<file path="config.mk">
export PLATFORM = sky130hd
export DESIGN_NAME = uart_case_stream
export DESIGN_NICKNAME = d
export VERILOG_FILES = /design/src/rtl/uart_case_stream.sv
export SDC_FILE = /design/constraint.sdc
export NUM_CORES = 1
export LEC_CHECK = 0
export CORE_MARGIN = 3
export CORE_UTILIZATION = 50
export CTS_BUF_LIST = sky130_fd_sc_hd__clkbuf_8
export DETAILED_ROUTE_END_ITERATION = 16
export GPL_TIMING_DRIVEN = 0
export PLACE_DENSITY_LB_ADDON = 0.2
export SKIP_CTS_REPAIR_TIMING = 1
export SKIP_LAST_GASP = 1
export SLEW_MARGIN = 15
export SYNTH_ARGS = -nofsm -noshare
export SYNTH_HDL_FRONTEND = slang
export SYNTH_SLANG_ARGS = --single-unit
</file>
<file path="constraint.sdc">
create_clock -name clk -period 3.05 [get_ports clk]
set_clock_uncertainty 0.1 [all_clocks]
set_input_delay 0.305 -clock clk [delete_from_list [all_inputs] [get_ports clk]]
set_output_delay 0.305 -clock clk [all_outputs]
set_load 0.01 [all_outputs]
</file>
<file path="src/rtl/uart_case_stream.sv">
// uart_case_stream: case-transform stage feeding a show-ahead byte FIFO
// between the UART receiver and transmitter. Overflow drops are counted
// (saturating) and flagged sticky until i_clr.
// Optional CR->CRLF expansion is compiled in with `define UART_CASE_CRLF_EN.
//
// CRLF FSM (only with UART_CASE_CRLF_EN):
//   state   | meaning
//   IDLE    | accepting bytes; a CR needs room for itself plus the LF
//   EMIT_LF | pushing the reserved LF; input is not accepted
module uart_case_stream #(
  parameter int DEPTH = 16,
  parameter int CNT_W = 8,
  parameter int AW    = $clog2(DEPTH)
) (
  input  logic             clk,
  input  logic             rst_n,
  input  logic [1:0]       i_mode,
  input  logic [7:0]       i_in_data,
  input  logic             i_in_valid,
  output logic             o_in_ready,
  output logic [7:0]       o_out_data,
  output logic             o_out_valid,
  input  logic             i_out_ready,
  output logic [AW:0]      o_level,
  output logic             o_full,
  output logic             o_empty,
  output logic [CNT_W-1:0] o_drop_cnt,
  output logic             o_overflow,
  input  logic             i_clr
);

  localparam int          DEPTH_M1 = DEPTH - 1;
  localparam int          DEPTH_M2 = DEPTH - 2;
  localparam logic [AW:0] LVL_FULL = DEPTH[AW:0];
  localparam logic [AW:0] LVL_M1   = DEPTH_M1[AW:0];
  localparam logic [AW:0] LVL_M2   = DEPTH_M2[AW:0];

  logic [7:0]       mem_q [DEPTH];
  logic [AW-1:0]    wr_ptr_q, wr_ptr_d;
  logic [AW-1:0]    rd_ptr_q, rd_ptr_d;
  logic [AW:0]      level_q, level_d;
  logic [CNT_W-1:0] drop_cnt_q, drop_cnt_d;
  logic             overflow_q, overflow_d;
  logic             push, pop, drop, in_ready;
  logic [7:0]       push_data;

  function automatic logic [7:0] xform(input logic [1:0] mode, input logic [7:0] d);
    logic is_lo, is_up;
    is_lo = (d >= 8'h61) && (d <= 8'h7A);
    is_up = (d >= 8'h41) && (d <= 8'h5A);
    if (mode[0] && is_lo)      return d - 8'h20;
    else if (mode[1] && is_up) return d + 8'h20;
    else                       return d;
  endfunction

  assign o_full      = (level_q == LVL_FULL);
  assign o_empty     = (level_q == '0);
  assign o_out_valid = !o_empty;
  assign o_out_data  = o_empty ? 8'h00 : mem_q[rd_ptr_q];
  assign o_level     = level_q;
  assign o_drop_cnt  = drop_cnt_q;
  assign o_overflow  = overflow_q;
  assign o_in_ready  = in_ready;
  assign pop         = o_out_valid && i_out_ready;

`ifdef UART_CASE_CRLF_EN
  typedef enum logic {IDLE, EMIT_LF} state_t;
  state_t state_q, state_d;

  // Push/drop decision with CR expansion; a CR only enters when the LF fits too.
  always_comb begin
    state_d   = state_q;
    in_ready  = (state_q == IDLE);
    push      = 1'b0;
    drop      = 1'b0;
    push_data = xform(i_mode, i_in_data);
    case (state_q)
      EMIT_LF: begin
        push      = 1'b1;
        push_data = 8'h0A;
        drop      = i_in_valid;
        state_d   = IDLE;
      end
      default: begin
        if (i_in_valid) begin
          if (i_in_data == 8'h0D) begin
            if ((level_q <= LVL_M2) || (pop && (level_q <= LVL_M1))) begin
              push      = 1'b1;
              push_data = 8'h0D;
              state_d   = EMIT_LF;
            end else begin
              drop = 1'b1;
            end
          end else if (!o_full || pop) begin
            push = 1'b1;
          end else begin
            drop = 1'b1;
          end
        end
      end
    endcase
  end

  // CRLF state register.
  always_ff @(posedge clk or negedge rst_n) begin
    if (!rst_n) state_q <= IDLE;
    else        state_q <= state_d;
  end
`else
  // Push/drop decision: a full FIFO still accepts when it pops in the same cycle.
  always_comb begin
    in_ready  = 1'b1;
    push_data = xform(i_mode, i_in_data);
    push      = i_in_valid && (!o_full || pop);
    drop      = i_in_valid && !push;
  end
`endif

  // Pointer, level and drop-counter next state; clear beats a same-cycle drop.
  always_comb begin
    wr_ptr_d   = wr_ptr_q + {{(AW-1){1'b0}}, push};
    rd_ptr_d   = rd_ptr_q + {{(AW-1){1'b0}}, pop};
    level_d    = level_q + {{AW{1'b0}}, push} - {{AW{1'b0}}, pop};
    drop_cnt_d = drop_cnt_q;
    overflow_d = overflow_q;
    if (i_clr) begin
      drop_cnt_d = '0;
      overflow_d = 1'b0;
    end else if (drop) begin
      overflow_d = 1'b1;
      if (drop_cnt_q != {CNT_W{1'b1}})
        drop_cnt_d = drop_cnt_q + {{(CNT_W-1){1'b0}}, 1'b1};
    end
  end

  // Control registers.
  always_ff @(posedge clk or negedge rst_n) begin
    if (!rst_n) begin
      wr_ptr_q   <= '0;
      rd_ptr_q   <= '0;
      level_q    <= '0;
      drop_cnt_q <= '0;
      overflow_q <= 1'b0;
    end else begin
      wr_ptr_q   <= wr_ptr_d;
      rd_ptr_q   <= rd_ptr_d;
      level_q    <= level_d;
      drop_cnt_q <= drop_cnt_d;
      overflow_q <= overflow_d;
    end
  end

  // FIFO storage; contents need no reset since the level gates visibility.
  always_ff @(posedge clk) begin
    if (push) mem_q[wr_ptr_q] <= push_data;
  end

endmodule

</file>
==> results.json <==
{
  "power_mw": 6.12,
  "critPathMaxFanout": 10,
  "cts_tree": "yes",
  "fin_crit_ns": 3.01,
  "worstRegToRegCells": 12,
  "regArea_um2": 4390,
  "wl_mm": 12.1,
  "rrSetupSlack_ns": 0.23,
  "yosysWarnings": 0,
  "cts_root_buf": "clkbuf_8",
  "nFillCells": 892,
  "worstPathRequired_ns": 2.64,
  "syn_area_um2": 6320,
  "grt_overflow": 0,
  "cp_num_buf_inv": 3,
  "hpwl_mm": 8.13,
  "holdCritPathClass": "input port to flip-flop",
  "final_nets": 442,
  "n_antenna_cell": 0,
  "power.leakage_nw": 2.49,
  "synth-seq-cells": 150,
  "crit_family": "buffers and inverters",
  "crit_type": "flip-flop to primary output",
  "cap_violations": 0,
  "critical_path.max_stage_delay_ns": 0.57,
  "ir_drop_mv": 0.308,
  "place.port_buffers": 38,
  "clock_path_buffers": 2,
  "slew_headroom_pct": 29.1,
  "finalCritPeriodShare_pct": 98.7,
  "power_density_nw_per_um2": 831,
  "seq_area_frac_synth_pct": 69.5,
  "vias_per_cell": 5.63,
  "cp.depth": 6,
  "rsz0062_at_grt": "true",
  "clkSlewWorstSetupHoldPaths_ns": 0.07,
  "dp_slack_ns": -0.682,
  "tightest_slew_ns": 1.06,
  "startpoint_type": "flip-flop",
  "ys_async_sr_fraction_pct": 14.7,
  "cts_buffers": 17,
  "antenna_found_initial": 0,
  "start_util_pct": 52.0,
  "synth_edf_count": 128,
  "grt_max_degree": 23,
  "report.final.hold_viol_count": 0,
  "synthCells": 354,
  "die_y_um": 118,
  "worst_slack_ns": 0.0407,
  "drt_first_pass_iters": 4,
  "slowest_stage": "mux4_2",
  "h-tree-depth": 4,
  "std_cell_rows": 40,
  "grt_pass1_vias": 3450,
  "ant_nets": 0,
  "yosysUniqueCellTypes": 52,
  "final_cells": 594,
  "place_inst": 564,
  "status": "completed",
  "hold_path_depth": 2,
  "core-area_um2": 12200,
  "drt_iter0_drc": 240,
  "synth_fp_nets": 383,
  "clk_latency_ns": 0.43,
  "die_w_um": 118,
  "drive_above_1_share_pct": 23.2,
  "ys.flop_type": "edfxtp_1",
  "grt_pass1_wl_mm": 19.4,
  "slew_violations": 0,
  "place.gp.congestion": 0.811,
  "avgSynthCellArea_um2": 17.8,
  "fp.dieArea_um2": 14000,
  "max_freq_mhz": 332,
  "area_delta_synth_final_pct": 16.6,
  "drc_errors": 0,
  "arrival_ns": 2.60,
  "globalRouteTotalUtil_pct": 18.6,
  "ioPinCount": 41,
  "wl_per_cell_um": 20.4,
  "multi_input_area_um2": 1870,
  "setup_viol": 0,
  "critPathCaptureType": "primary output",
  "dr_total_vias": 3344,
  "cts_sinks": 150,
  "crit_chain": "clkbuf_4 > buf_8 > mux4_2 > mux2i_1 > o22ai_1 > clkdlybuf4s50_1"
}
where the power goes:
group	leakage, nW	switching, mW	internal [mW]	total, mW
sequential	1.43	0.153	2.51	2.66
clock	0.155	0.697	0.545	1.24
combinational	0.904	1.11	1.11	2.22
Yosys cell counts (all sizes together), types with 2 or more instances:
cell	count	area, um2
xnor2	4	35.0
and4bb	2	25.0
clkbuf	9	33.8
xor2	4	35.0
dfrtp	22	551
a21oi	12	60.1
mux2i	17	170
nor4b	2	23.8
ha	13	163
o22ai	8	50.1
o21ai	6	33.8
edfxtp	128	3840
buf	9	58.8
mux4	32	721
inv	10	37.5
nand2	7	26.3
o31ai	4	30.0
nand3b	5	37.5
nor4	3	18.8
nor2	13	48.8
nand3	7	40.0
nor3	7	35.0
and2	2	13.8
and4	3	30.0
or4	5	37.5
nand2b	4	25.0
cells in the final DEF, fill, tap and decap left out, types with 2 or more instances in the layout:
master	Yosys	layout
nand2_1	7	7
nor3_2	0	3
clkinv_4	0	3
nor3_1	7	4
clkbuf_2	0	2
clkinvlp_4	0	5
or4_1	5	5
inv_1	10	11
nor2_1	13	13
buf_4	1	5
nor4b_2	1	2
a21oi_1	12	11
mux2i_1	17	16
dfrtp_1	22	22
xnor2_1	4	4
nor4_2	0	3
buf_8	0	2
nand3b_1	5	5
buf_2	5	3
nand2b_1	4	3
o31ai_1	4	4
o22ai_1	8	8
clkinv_1	0	4
clkbuf_8	0	17
nand3_1	6	6
xor2_1	4	4
buf_6	2	3
ha_1	13	12
clkbuf_1	9	3
edfxtp_1	128	128
clkdlybuf4s50_1	0	37
mux4_2	32	32
o21ai_0	5	5
clkinv_2	0	2
per-stage QoR:
| step | TNS, ns | util (%) | cell area (um2) | hold slack [ns] |
|---|---|---|---|---|
| floorplan | 0 | - | 6320 | -0.0906 |
| global placement | -19.81 | 56.8 | 6910 | 0.385 |
| detailed placement | -24.58 | 57.4 | 6980 | 0.395 |
| CTS | -9.98 | 60.1 | 7300 | 0.179 |
| global route | -0.722 | 60.6 | 7370 | 0.212 |
| finish | 0 | 60.6 | 7370 | 0.197 |
state kept, by name, summed over array words and instances, names as in the netlist:
signal	count
mem_q	128
o_drop_cnt	8
o_level	5
rd_ptr_q	4
wr_ptr_q	4
o_overflow	1
routing by layer:
| layer | share of wire, % | up-vias | routed length, um | global-route usage (%) |
|---|---|---|---|---|
| li1 | - | 1540 | - | - |
| met2 | 49 | 94 | 5910 | 28.5 |
| met4 | 1.3 | 0 | 160 | 6.08 |
| met5 | 0 | - | 0 | 0 |
| met1 | 45 | 1695 | 5420 | 26.9 |
| met3 | 5.4 | 15 | 653 | 4.16 |
layout make-up:
cell class / instances / area share [%]
clock inverter: 15 / 1.26
clock buffer: 17 / 3.17
tap: 168 / 2.85
buffer: 15 / 1.54
inverter: 10 / 0.509
timing repair buffer: 43 / 5.67
sequential: 150 / 59.6
multi-input combinational: 176 / 25.4
cell families (layout without fill, tap and decap cells):
kind of cell,Yosys count,after routing,synth area share (%)
other,1,1,0.0593
buffers and inverters,28,100,2.06
flip-flops,150,150,69.5
AO/OA/AOI/OAI,36,36,3.51
multiplexers,50,50,14.3
XOR/XNOR,8,8,1.11
adder cells (fa/ha/maj),14,14,2.89
AND/OR/NAND/NOR,67,67,6.55
final timing paths:
check | start | endpoint
hold reg to reg | wr_ptr_q[1] | wr_ptr_q[1]
setup / recovery | rd_ptr_q[0] | o_out_data[3]
hold / removal | i_clr | o_drop_cnt[0]
max in group asynchronous | rst_n | o_level[2]
setup reg to reg | o_level[3] | o_level[4]
min in group asynchronous | rst_n | o_overflow
(Power assumes the default switching activity.)
